==> config.mk <==
export PLATFORM = sky130hd
export DESIGN_NAME = key_operand_loader_flat
export DESIGN_NICKNAME = d
export VERILOG_FILES = /design/src/rtl/key_operand_loader_pkg.sv /design/src/rtl/key_operand_loader_if.sv /design/src/rtl/key_operand_loader_debounce.sv /design/src/rtl/key_operand_loader.sv /design/src/flat_wrapper.sv
export SDC_FILE = /design/constraint.sdc
export NUM_CORES = 1
export LEC_CHECK = 0
export BUFFER_PORTS_ARGS = -buffer_cell sky130_fd_sc_hd__buf_2
export CAP_MARGIN = 20
export CORE_MARGIN = 4
export CORE_UTILIZATION = 25
export CTS_CLUSTER_DIAMETER = 60
export CTS_CLUSTER_SIZE = 14
export DETAILED_ROUTE_END_ITERATION = 10
export PLACE_DENSITY_LB_ADDON = 0.05
export RECOVER_POWER = 100
export SYNTH_ARGS = -nofsm -noshare
export SYNTH_HDL_FRONTEND = slang
export SYNTH_SLANG_ARGS = --single-unit
==> constraint.sdc <==
create_clock -name CLOCK_50 -period 3.87 [get_ports CLOCK_50]
set_input_delay 0.1935 -clock CLOCK_50 [delete_from_list [all_inputs] [get_ports CLOCK_50]]
set_output_delay 0.1935 -clock CLOCK_50 [all_outputs]
set_load 0.005 [all_outputs]
==> src/rtl/key_operand_loader_pkg.sv <==
// Shared encodings for the operand-entry front end: FSM states and the
// switch / pushbutton field positions on the board.
package key_operand_loader_pkg;

  typedef enum logic [1:0] {
    GET_A = 2'b00,
    GET_B = 2'b01,
    ISSUE = 2'b10,
    DONE  = 2'b11
  } state_e;

  localparam int SW_W       = 18;
  localparam int KEY_W      = 4;

  localparam int SW_OPR_LSB = 0;
  localparam int SW_CIN     = 8;
  localparam int SW_OP_LSB  = 16;
  localparam int SW_OP_MSB  = 17;

  localparam int KEY_ENTER  = 1;
  localparam int KEY_CANCEL = 2;

  // Operand field MSB depends on the operand width chosen by the top.
  function automatic int sw_opr_msb(input int width);
    return SW_OPR_LSB + width - 1;
  endfunction

endpackage

==> src/rtl/key_operand_loader_if.sv <==
// Operand-set bus between the loader (master) and the arithmetic datapath (slave).
// Handshake: OPS_VALID rises with a complete set, holds A/B/CIN/OP stable and
// never drops until a clock edge sees OPS_VALID & OPS_READY; that edge is the transfer.
interface key_operand_loader_if #(
  parameter int WIDTH = 4
);

  logic [WIDTH-1:0] A;
  logic [WIDTH-1:0] B;
  logic             CIN;
  logic [1:0]       OP;
  logic             OPS_VALID;
  logic             OPS_READY;

  modport master (
    output A, B, CIN, OP, OPS_VALID,
    input  OPS_READY
  );

  modport slave (
    input  A, B, CIN, OP, OPS_VALID,
    output OPS_READY
  );

endinterface

==> src/rtl/key_operand_loader_debounce.sv <==
// One pushbutton: two-flop synchroniser, stability counter and a one-cycle
// press pulse on the debounced 1->0 transition (release is silent).
module key_debounce #(
  parameter int DEB_CYCLES = 500000
) (
  input  logic clk,
  input  logic rst_n,
  input  logic key_raw_i,
  output logic press_o
);

  localparam int               CNT_W    = $clog2(DEB_CYCLES + 1);
  localparam logic [CNT_W-1:0] CNT_LAST = CNT_W'(DEB_CYCLES - 1);

  logic             s1_q;
  logic             s2_q;
  logic             level_q;
  logic             press_q;
  logic [CNT_W-1:0] cnt_q;

  // The counter only runs while the synchronised level disagrees with the
  // accepted level, so any bounce back restarts the stability window.
  always_ff @(posedge clk or negedge rst_n) begin
    if (!rst_n) begin
      s1_q    <= 1'b1;
      s2_q    <= 1'b1;
      level_q <= 1'b1;
      press_q <= 1'b0;
      cnt_q   <= '0;
    end else begin
      s1_q    <= key_raw_i;
      s2_q    <= s1_q;
      press_q <= 1'b0;
      if (s2_q == level_q) begin
        cnt_q <= '0;
      end else if (cnt_q == CNT_LAST) begin
        level_q <= s2_q;
        cnt_q   <= '0;
        press_q <= level_q;
      end else begin
        cnt_q <= cnt_q + CNT_W'(1);
      end
    end
  end

  assign press_o = press_q;

endmodule

==> src/rtl/key_operand_loader.sv <==
// Operand-entry front end: captures A, then B/CIN/OP from the switches on
// debounced enter presses and offers the set to the datapath.
module key_operand_loader
  import key_operand_loader_pkg::*;
#(
  parameter int DEB_CYCLES = 500000,
  parameter int WIDTH      = 4
) (
  input  logic                 CLOCK_50,
  input  logic                 RESET_N,
  input  logic [SW_W-1:0]      SW,
  input  logic [KEY_W-1:0]     KEY,
  output logic [1:0]           STATE,
  key_operand_loader_if.master ops
);

  localparam int OPR_MSB = sw_opr_msb(WIDTH);

  logic [SW_W-1:0]  sw_s1_q;
  logic [SW_W-1:0]  sw_s2_q;
  logic             enter_pulse;
  logic             cancel_pulse;

  state_e           state_q;
  logic [WIDTH-1:0] a_q;
  logic [WIDTH-1:0] b_q;
  logic             cin_q;
  logic [1:0]       op_q;
  logic             valid_q;

  always_ff @(posedge CLOCK_50 or negedge RESET_N) begin
    if (!RESET_N) begin
      sw_s1_q <= '0;
      sw_s2_q <= '0;
    end else begin
      sw_s1_q <= SW;
      sw_s2_q <= sw_s1_q;
    end
  end

  key_debounce #(.DEB_CYCLES(DEB_CYCLES)) u_enter_deb (
    .clk       (CLOCK_50),
    .rst_n     (RESET_N),
    .key_raw_i (KEY[KEY_ENTER]),
    .press_o   (enter_pulse)
  );

  key_debounce #(.DEB_CYCLES(DEB_CYCLES)) u_cancel_deb (
    .clk       (CLOCK_50),
    .rst_n     (RESET_N),
    .key_raw_i (KEY[KEY_CANCEL]),
    .press_o   (cancel_pulse)
  );

  // Cancel is tested first in every state that honours it, so it beats a
  // coincident enter; ISSUE looks only at the handshake.
  always_ff @(posedge CLOCK_50 or negedge RESET_N) begin
    if (!RESET_N) begin
      state_q <= GET_A;
      a_q     <= '0;
      b_q     <= '0;
      cin_q   <= 1'b0;
      op_q    <= 2'b00;
      valid_q <= 1'b0;
    end else begin
      case (state_q)
        GET_A: begin
          if (cancel_pulse) begin
            state_q <= GET_A;
          end else if (enter_pulse) begin
            a_q     <= sw_s2_q[OPR_MSB:SW_OPR_LSB];
            state_q <= GET_B;
          end
        end
        GET_B: begin
          if (cancel_pulse) begin
            state_q <= GET_A;
          end else if (enter_pulse) begin
            b_q     <= sw_s2_q[OPR_MSB:SW_OPR_LSB];
            cin_q   <= sw_s2_q[SW_CIN];
            op_q    <= sw_s2_q[SW_OP_MSB:SW_OP_LSB];
            valid_q <= 1'b1;
            state_q <= ISSUE;
          end
        end
        ISSUE: begin
          if (ops.OPS_READY) begin
            valid_q <= 1'b0;
            state_q <= DONE;
          end
        end
        DONE: begin
          if (cancel_pulse || enter_pulse) begin
            state_q <= GET_A;
          end
        end
        default: begin
          state_q <= GET_A;
          valid_q <= 1'b0;
        end
      endcase
    end
  end

  assign STATE         = state_q;
  assign ops.A         = a_q;
  assign ops.B         = b_q;
  assign ops.CIN       = cin_q;
  assign ops.OP        = op_q;
  assign ops.OPS_VALID = valid_q;

  // Switches and keys that carry no function on this board.
  logic unused_inputs;
  assign unused_inputs = ^{KEY[0], KEY[3], sw_s2_q[SW_OP_LSB-1:SW_CIN+1],
                           sw_s2_q[SW_CIN-1:OPR_MSB+1]};

endmodule

==> src/flat_wrapper.sv <==
// flat-port wrapper written by rule: the top's interface ports become plain ports
module key_operand_loader_flat import key_operand_loader_pkg::*;
#(
  parameter int DEB_CYCLES = 500000,
  parameter int WIDTH      = 4
)
  (CLOCK_50, RESET_N, SW, KEY, STATE, ops_A, ops_B, ops_CIN, ops_OP, ops_OPS_VALID, ops_OPS_READY);
  key_operand_loader_if #(.WIDTH(WIDTH)) ops_i ();
  input  logic CLOCK_50;
  input  logic RESET_N;
  input  logic [SW_W-1:0] SW;
  input  logic [KEY_W-1:0] KEY;
  output logic [1:0] STATE;
  output wire logic [$bits(ops_i.A)-1:0] ops_A;
  output wire logic [$bits(ops_i.B)-1:0] ops_B;
  output wire logic [$bits(ops_i.CIN)-1:0] ops_CIN;
  output wire logic [$bits(ops_i.OP)-1:0] ops_OP;
  output wire logic [$bits(ops_i.OPS_VALID)-1:0] ops_OPS_VALID;
  input wire logic [$bits(ops_i.OPS_READY)-1:0] ops_OPS_READY;
  assign ops_A = ops_i.A;
  assign ops_B = ops_i.B;
  assign ops_CIN = ops_i.CIN;
  assign ops_OP = ops_i.OP;
  assign ops_OPS_VALID = ops_i.OPS_VALID;
  assign ops_i.OPS_READY = ops_OPS_READY;
  key_operand_loader #(.DEB_CYCLES(DEB_CYCLES), .WIDTH(WIDTH)) u_core (.CLOCK_50(CLOCK_50), .RESET_N(RESET_N), .SW(SW), .KEY(KEY), .STATE(STATE), .ops(ops_i));
endmodule
==> metrics.md, run 1 <==
| Metric | Value |
|---|---|
| CTS Buf Count | 9 |
| Skew final | a little over 0.005 ns |
| Final ANT Viol Nets | 0 |
| Leak pwr | ~1.6 nW |
| NumNets Final | approximately 330 |
| Final TNS setup | 0 ns |
| Initial antenna violation count | 0 |
| Drt via density | approximately 4.5 |
| Routed WL | around 6.3 mm |
| Slew HR | -25.6% |
| Starting Density | between 20% and 30% |
| CP endpoint kind | flip-flop |
| Post-synthesis net count | ~290 |
| Worst setup path class | flip-flop to flip-flop |
| CTS sink count | 74 |
| Routed via count | a little over 2k |
| Area leader, netlist | dfrtp_1 |
| Crit Path Max Fanout | 10 |
| Status | complete, but fails checks |
| Largest net degree at the start of global routing | 75 |
| Finished Core Util | ~31% |
| HP Class | input pin to flip-flop |
| Diode count | 0 |
| Area grow syn2layout | 21.4% |
| Slew Limit Fails | between 70 and 80 |
| Setup-failing EPs final | 0 |
| Mean Syn Cell Area | 11.7 um^2 |
| Synth warnings | 0 |
| Crit path launch type | flip-flop |
| Drt drc | 0 |
| Fill cells | between 1k and 1.5k |
| Core box area | about 12000 um^2 |
| WP data required | 4.08 ns |
| Chip height | 119 um |
| CTS max path bufs | 2 |
| Setup Buffers After CTS | 0 |
| Vias in the first global route | 2098 |
| Storage cell area | approximately 1900 um^2 |
| Sequential-to-total area share from yosys stat | between 60 and 70% |
| Slew @ Worst Pin | 1.88 ns |
| RSZ-0062 raised after global routing | false |
| Final worst slack | ~1.3 ns |
| Placed wire-length estimate | 4.03 mm |
| Area occupied by multi-input gates | approximately 1200 um^2 |
| H-tree depth | 3 |
| Remaining global-route overflow | 0 |
| First drt pass iteration count | 4 |
| Clock Pin Slew Worst Setup and Hold Paths | around 0.060 ns |
| Post-place setup slack | between 1.5 and 2 ns |
| Worst-case vdd ir drop | 0.177 mV |
| Chip width | 119 um |
| Synth async-reset ratio | 100% |
| Wirelength per Cell | ~14 um |
| Most instantiated library cell after synthesis | dfrtp_1 |
| Gr usage total | 9.94% |
| Post-synth EDFFs | 0 |
| Synth unique cells | 34 |
| Worst Path Arrival | around 2.8 ns |
| Post-synth top area share | 55.5% |
| I/O pin count | 39 |
| Num rows | 40 |
| Syn Std Cell Area | between 3000 and 4000 um^2 |
| Clk_lat worst skew | 0.33 ns |
| Final Cycle Share | between 60% and 70% |
| Share of post-route cells with drive strength above 1 | between 10% and 20% |
| Global placement routability congestion | 0.690 |
| Max Cap Violations | 1 |
| CTS tree | yes |
| Max Fclk | about 380 MHz |
| Top post-synthesis cells by area | dfrtp_1, dfstp_2, mux2_2, xor2_1, nor2_1 |
| Mapped Cells | around 260 |
| Pwr/cell area | ~440 nW/um^2 |
| Yosys reg bits | 74 |
| Die ar. | between 10000 and 15000 um^2 |
| Main synth FF type | dfrtp_1 |
| Commonest cells in the netlist | dfrtp_1, nor2_1, xor2_1 |
| Tmin final | 2.61 ns |
| First-pass GRT wire length | roughly 11 mm |
| Drt first-iter violations | between 80 and 90 |
| Violated checks | max-capacitance violations, max-slew violations |
| IO buf count | 25 |
| CTS root buffer | clkbuf_16 |
| Fin. Hold Viols | 0 |
[per-stage QoR]
stage          instance area, um^2  cells  total power [mW]  hold WS [ns]
2_1_floorplan                 3060    261             0.824        -0.102
3_3_place_gp                  3360    428             0.856         0.302
3_5_place_dp                  3360    428             0.856         0.303
4_1_cts                       3740    453              1.68        0.0611
5_1_grt                       3720    453              1.72         0.157
6_report                      3720    453              1.64         0.138
[worst max-delay path, cell delays in order (launching register included)]
cell and delay [ns]:
dfrtp_1 0.42, nor4b_1 0.33, nand2_1 0.12, o41ai_1 1.20, buf_4 0.36, a21oi_1 0.06
[worst paths after layout]
| kind | startpoint | end | slack, ns | depth (start not counted) |
|---|---|---|---|---|
| min in group asynchronous | RESET_N | u_core.sw_s2_q[3]$_DFF_PN0_ | 0.36 | 1 |
| max | u_core.u_enter_deb.cnt_q[14]$_DFF_PN0_ | u_core.u_enter_deb.cnt_q[17]$_DFF_PN0_ | 1.26 | 5 |
| max reg2reg | u_core.u_enter_deb.cnt_q[14]$_DFF_PN0_ | u_core.u_enter_deb.cnt_q[17]$_DFF_PN0_ | 1.26 | 5 |
| max in group asynchronous | RESET_N | u_core.u_cancel_deb.cnt_q[14]$_DFF_PN0_ | 2.37 | 1 |
| min | ops_OPS_READY | u_core.STATE[0]$_DFFE_PN0P_ | 0.14 | 3 |
| min reg2reg | u_core.sw_s1_q[2]$_DFF_PN0_ | u_core.sw_s2_q[2]$_DFF_PN0_ | 0.34 | 0 |
[timing repair]
item	CTS	global route
endpoints found under the hold margin	9	0
endpoints found under the setup margin	0	0
hold buffers	9	0
gates resized for setup	0	0
[power by group]
part	switching [mW]	leakage [nW]	total, mW	internal, mW
Combinational	0.0294	0.472	0.0459	0.0164
Sequential	0.00918	0.970	0.800	0.791
Clock	0.309	0.139	0.795	0.486
Total	0.347	1.58	1.64	1.29
[state kept, by name, summed over array words and instances, names as in the netlist, 2 cells and up, named ones only]
register / cells
u_core.u_cancel_deb.cnt_q: 19
u_core.ops.OP: 2
u_core.sw_s2_q: 7
u_core.ops.B: 4
u_core.ops.A: 4
u_core.u_enter_deb.cnt_q: 19
u_core.sw_s1_q: 7
[cell families (layout without fill, tap and decap cells)]
kind of cell	after synthesis	in the layout	share of synthesized area [%]
AND/OR/NAND/NOR	108	108	19.2
flip-flops	74	74	60.7
XOR/XNOR	26	26	7.43
AO/OA/AOI/OAI	25	25	4.98
multiplexers	15	15	5.47
buffers and inverters	11	56	1.39
adder cells (fa/ha/maj)	2	2	0.817
[area by class of cell]
class | instances | share of cell area, %
clock inverters | 2 | 0.336
multi-input cells | 176 | 31.0
repair buffers | 36 | 5.92
inverters | 4 | 0.404
flip-flops and latches | 74 | 50.0
well taps | 147 | 4.94
clock buffers | 14 | 7.37
[layout by cell type (no fill, tap or decap), types with 10 or more instances in the layout]
cell	synthesis	final
nor2_1	29	29
buf_2	1	19
xnor2_1	10	10
nand3_1	11	11
dfrtp_1	68	68
nand4_1	11	11
mux2_2	13	13
a21oi_1	11	11
nand2_1	15	15
xor2_1	16	16
[metal layers]
layer	routed length [um]	track usage, %	up-vias
li1	-	-	1009
met1	3150	13.3	1011
met2	2750	14.1	25
met3	259	3.92	10
met4	138	4.56	0
met5	0	0	-
No activity file was read; power rests on OpenSTA's default activity.
==> run 2, diff against run 1 <==
- ABC_AREA: unset -> 1
- clock period: 3.87 -> 2.4 ns (I/O delays scaled with it)
==> metrics.md, run 2 <==
| Metric | Value |
|---|---|
| Resize count post-CTS | 0 |
| Setup Buffers After CTS | 0 |
| CP cell instances | xnor2_1, a21oi_4, inv_2, nor2_1 |
| Crit path launch type | flip-flop |
| Routed via count | around 2.6k |
| P_sw | just under 600 uW |
| Leak pwr | between 1.5 and 2 nW |
| Routed WL | about 7.6 mm |
| Top post-synthesis cells by area | dfrtp_1, nor2_1, nand2_1, inv_1, dfstp_2 |
| Diode count | 0 |
| Combinational Power Share | about 3.1% |
| Drt first-iter violations | roughly 110 |
| Final Cycle Share | 70.7% |
| IO buf count | 25 |
| CTS tree | yes |
| Main synth FF type | dfrtp_1 |
| Mean Syn Cell Area | a little under 9 um^2 |
| Max Fclk | between 500 and 600 MHz |
| Worst-case vdd ir drop | approximately 0.31 mV |
| Area leader, netlist | dfrtp_1 |
| Tmin final | around 1.7 ns |
| Sequential-to-total area share from yosys stat | 53.6% |
| Crit path buf inv count | 1 |
| Max Cap Violations | 0 |
| Pwr/cell area | 648 nW/um^2 |
| Post-synth top area share | roughly half |
| Post-synth EDFFs | 0 |
| Chip height | ~130 um |
| Internal | about 2.1 mW |
| Yosys reg bits | 74 |
| Core box area | about 13000 um^2 |
| Biggest regs | u_core.u_cancel_deb.cnt_q x19, u_core.u_enter_deb.cnt_q x19 |
| WP data required | between 2 and 3 ns |
| Most instantiated library cell after synthesis | nor2_1 |
| Initial antenna violation count | 0 |
| H-tree depth | 3 |
| CTS sink count | 74 |
| Global placement routability congestion | around 0.76 |
| First drt pass iteration count | 4 |
| Area grow syn2layout | 20.4% |
| Sequential share of power | 47.5% |
| Starting Density | roughly a quarter |
| Vias in the first global route | between 2k and 3k |
| Die ar. | 15800 um^2 |
| Crit Path Max Fanout | 10 |
| Final TNS setup | 0 ns |
| Slew HR | 29.1% |
| CTS Buf Count | 9 |
| RSZ-0062 raised after global routing | false |
| Synth warnings | 0 |
| Fill cells | 1458 |
| Placed wire-length estimate | 5.47 mm |
| Crit-path max cell delay | 0.83 ns |
| Clock power frac | ~50% |
| First-pass GRT wire length | ~13 mm |
| Clk_lat worst skew | about 0.33 ns |
| Mapped Cells | 400 |
| Commonest non-fill, non-tap cell in the layout | nor2_1 |
| Setup-failing EPs final | 0 |
| Final hold slack | ~0.19 ns |
| Syn Std Cell Area | roughly 3500 um^2 |
| Worst Path Arrival | about 1.9 ns |
| CTS max path bufs | 2 |
| Commonest cells in the netlist | nor2_1, nand2_1, dfrtp_1 |
| Status | finished, final reports clean |
| Final ANT Viol Nets | 0 |
| Worst setup path class | flip-flop to flip-flop |
| NumNets Final | 473 |
| Remaining global-route overflow | 0 |
| Drt drc | 0 |
| Largest net degree at the start of global routing | 39 |
| Share of post-route cells with drive strength above 1 | between 10 and 15% |
| Critical path's top delay family | XOR/XNOR gates |
| Skew final | 0.00525 ns |
| Slew @ Worst Pin | around 1.1 ns |
| Clock Pin Slew Worst Setup and Hold Paths | about 0.06 ns |
| Crit-path slowest cell | xnor2_1 |
| Slew Limit Fails | 0 |
| Gr usage total | between 10% and 20% |
| Drt via density | 4.11 |
| Sw Ratio | between 20% and 30% |
| Num rows | 42 |
| CTS root buffer | clkbuf_16 |
| Post-synthesis net count | ~430 |
| Most frequent cells in the layout | nor2_1, nand2_1, dfrtp_1, inv_1, nand3_1 |
| Fin. Hold Viols | 0 |
| Synth unique cells | 32 |
| HP Class | input pin to flip-flop |
| Synth async-reset ratio | 100% |
| Chip width | roughly 130 um |
| I/O pin count | 39 |
| CP endpoint kind | flip-flop |
| Wirelength per Cell | between 10 and 15 um |
-- run 2: repair_timing --
| item | 4_1_cts | 5_1_grt |
|---|---|---|
| hold buffers | 10 | 0 |
| endpoints found under the setup margin | 0 | 0 |
| hold endpoints to repair | 43 | 0 |
-- run 2: path summary, 6_finish.rpt --
kind,from,to,slack [ns],depth (start not counted)
max,u_core.u_cancel_deb.s2_q$_DFF_PN1_,u_core.u_cancel_deb.cnt_q[17]$_DFF_PN0_,0.70,4
min,ops_OPS_READY,u_core.ops.OPS_VALID$_DFFE_PN0P_,0.19,5
max reg2reg,u_core.u_cancel_deb.s2_q$_DFF_PN1_,u_core.u_cancel_deb.cnt_q[17]$_DFF_PN0_,0.70,4
min reg2reg,u_core.sw_s1_q[16]$_DFF_PN0_,u_core.sw_s2_q[16]$_DFF_PN0_,0.35,0
max in group asynchronous,RESET_N,u_core.u_enter_deb.level_q$_DFFE_PN1P_,1.12,3
min in group asynchronous,RESET_N,u_core.ops.A[3]$_DFFE_PN0P_,0.49,2
-- run 2: cell type report --
cell class	instances	area, um^2	share of cell area, %
clock buffers	10	229	5.49
clock inverters	6	67.6	1.62
inverters	47	176	4.23
multi-input cells	278	1390	33.2
flip-flops and latches	74	1860	44.6
well taps	176	220	5.28
repair buffers	36	234	5.61
-- run 2: per-stage QoR --
stage / cells / instance area, um^2 / setup WS (ns) / power (mW) / util (%)
after CTS: 627 / 4230 / 0.882 / 2.78 / 31.5
after detailed placement: 601 / 3830 / 0.906 / 1.39 / 28.6
after floorplan: 400 / 3470 / 1.15 / 1.33 / -
final: 627 / 4170 / 0.704 / 2.70 / 31.1
after global placement: 601 / 3830 / 0.909 / 1.38 / 28.6
after global routing: 627 / 4170 / 0.501 / 2.85 / 31.1
-- run 2: power by group through the flow --
stage                     registers (mW)  logic (mW)  clock network (mW)
after floorplan                     1.31      0.0274                   0
after global routing                1.29      0.0989                1.47
after CTS                           1.28      0.0906                1.41
after global placement              1.31      0.0773                   0
after detailed placement            1.31      0.0780                   0
final                               1.28      0.0826                1.34
-- run 2: cell families after synthesis --
family                     after synthesis  synth area share (%)
AOI/OAI and AO/OA                       28                  4.55
xor gates and xnor gates                17                  4.73
adders and majority gates                2                 0.722
buffers and inverters                   48                  5.20
DFF                                     74                  53.6
muxes                                    3                 0.975
and+or+nand+nor                        228                  30.2
-- run 2: layer usage --
metal  global-route usage, %  vias to the layer above  share of wire, %
met2                    17.0                       27                48
li1                        -                     1336                 -
met1                    12.9                     1208                47
met4                    4.04                        0               1.5
met3                    3.98                        9               3.3
met5                       0                        -                 0
-- run 2: worst reg2reg max path, delay by kind of cell (launching register included) --
kind / cells / cell delay (ns)
XOR/XNOR: 1 / 0.83
flip-flops: 1 / 0.40
buffers and inverters: 1 / 0.18
AO/OA/AOI/OAI: 1 / 0.12
AND/OR/NAND/NOR: 1 / 0.06
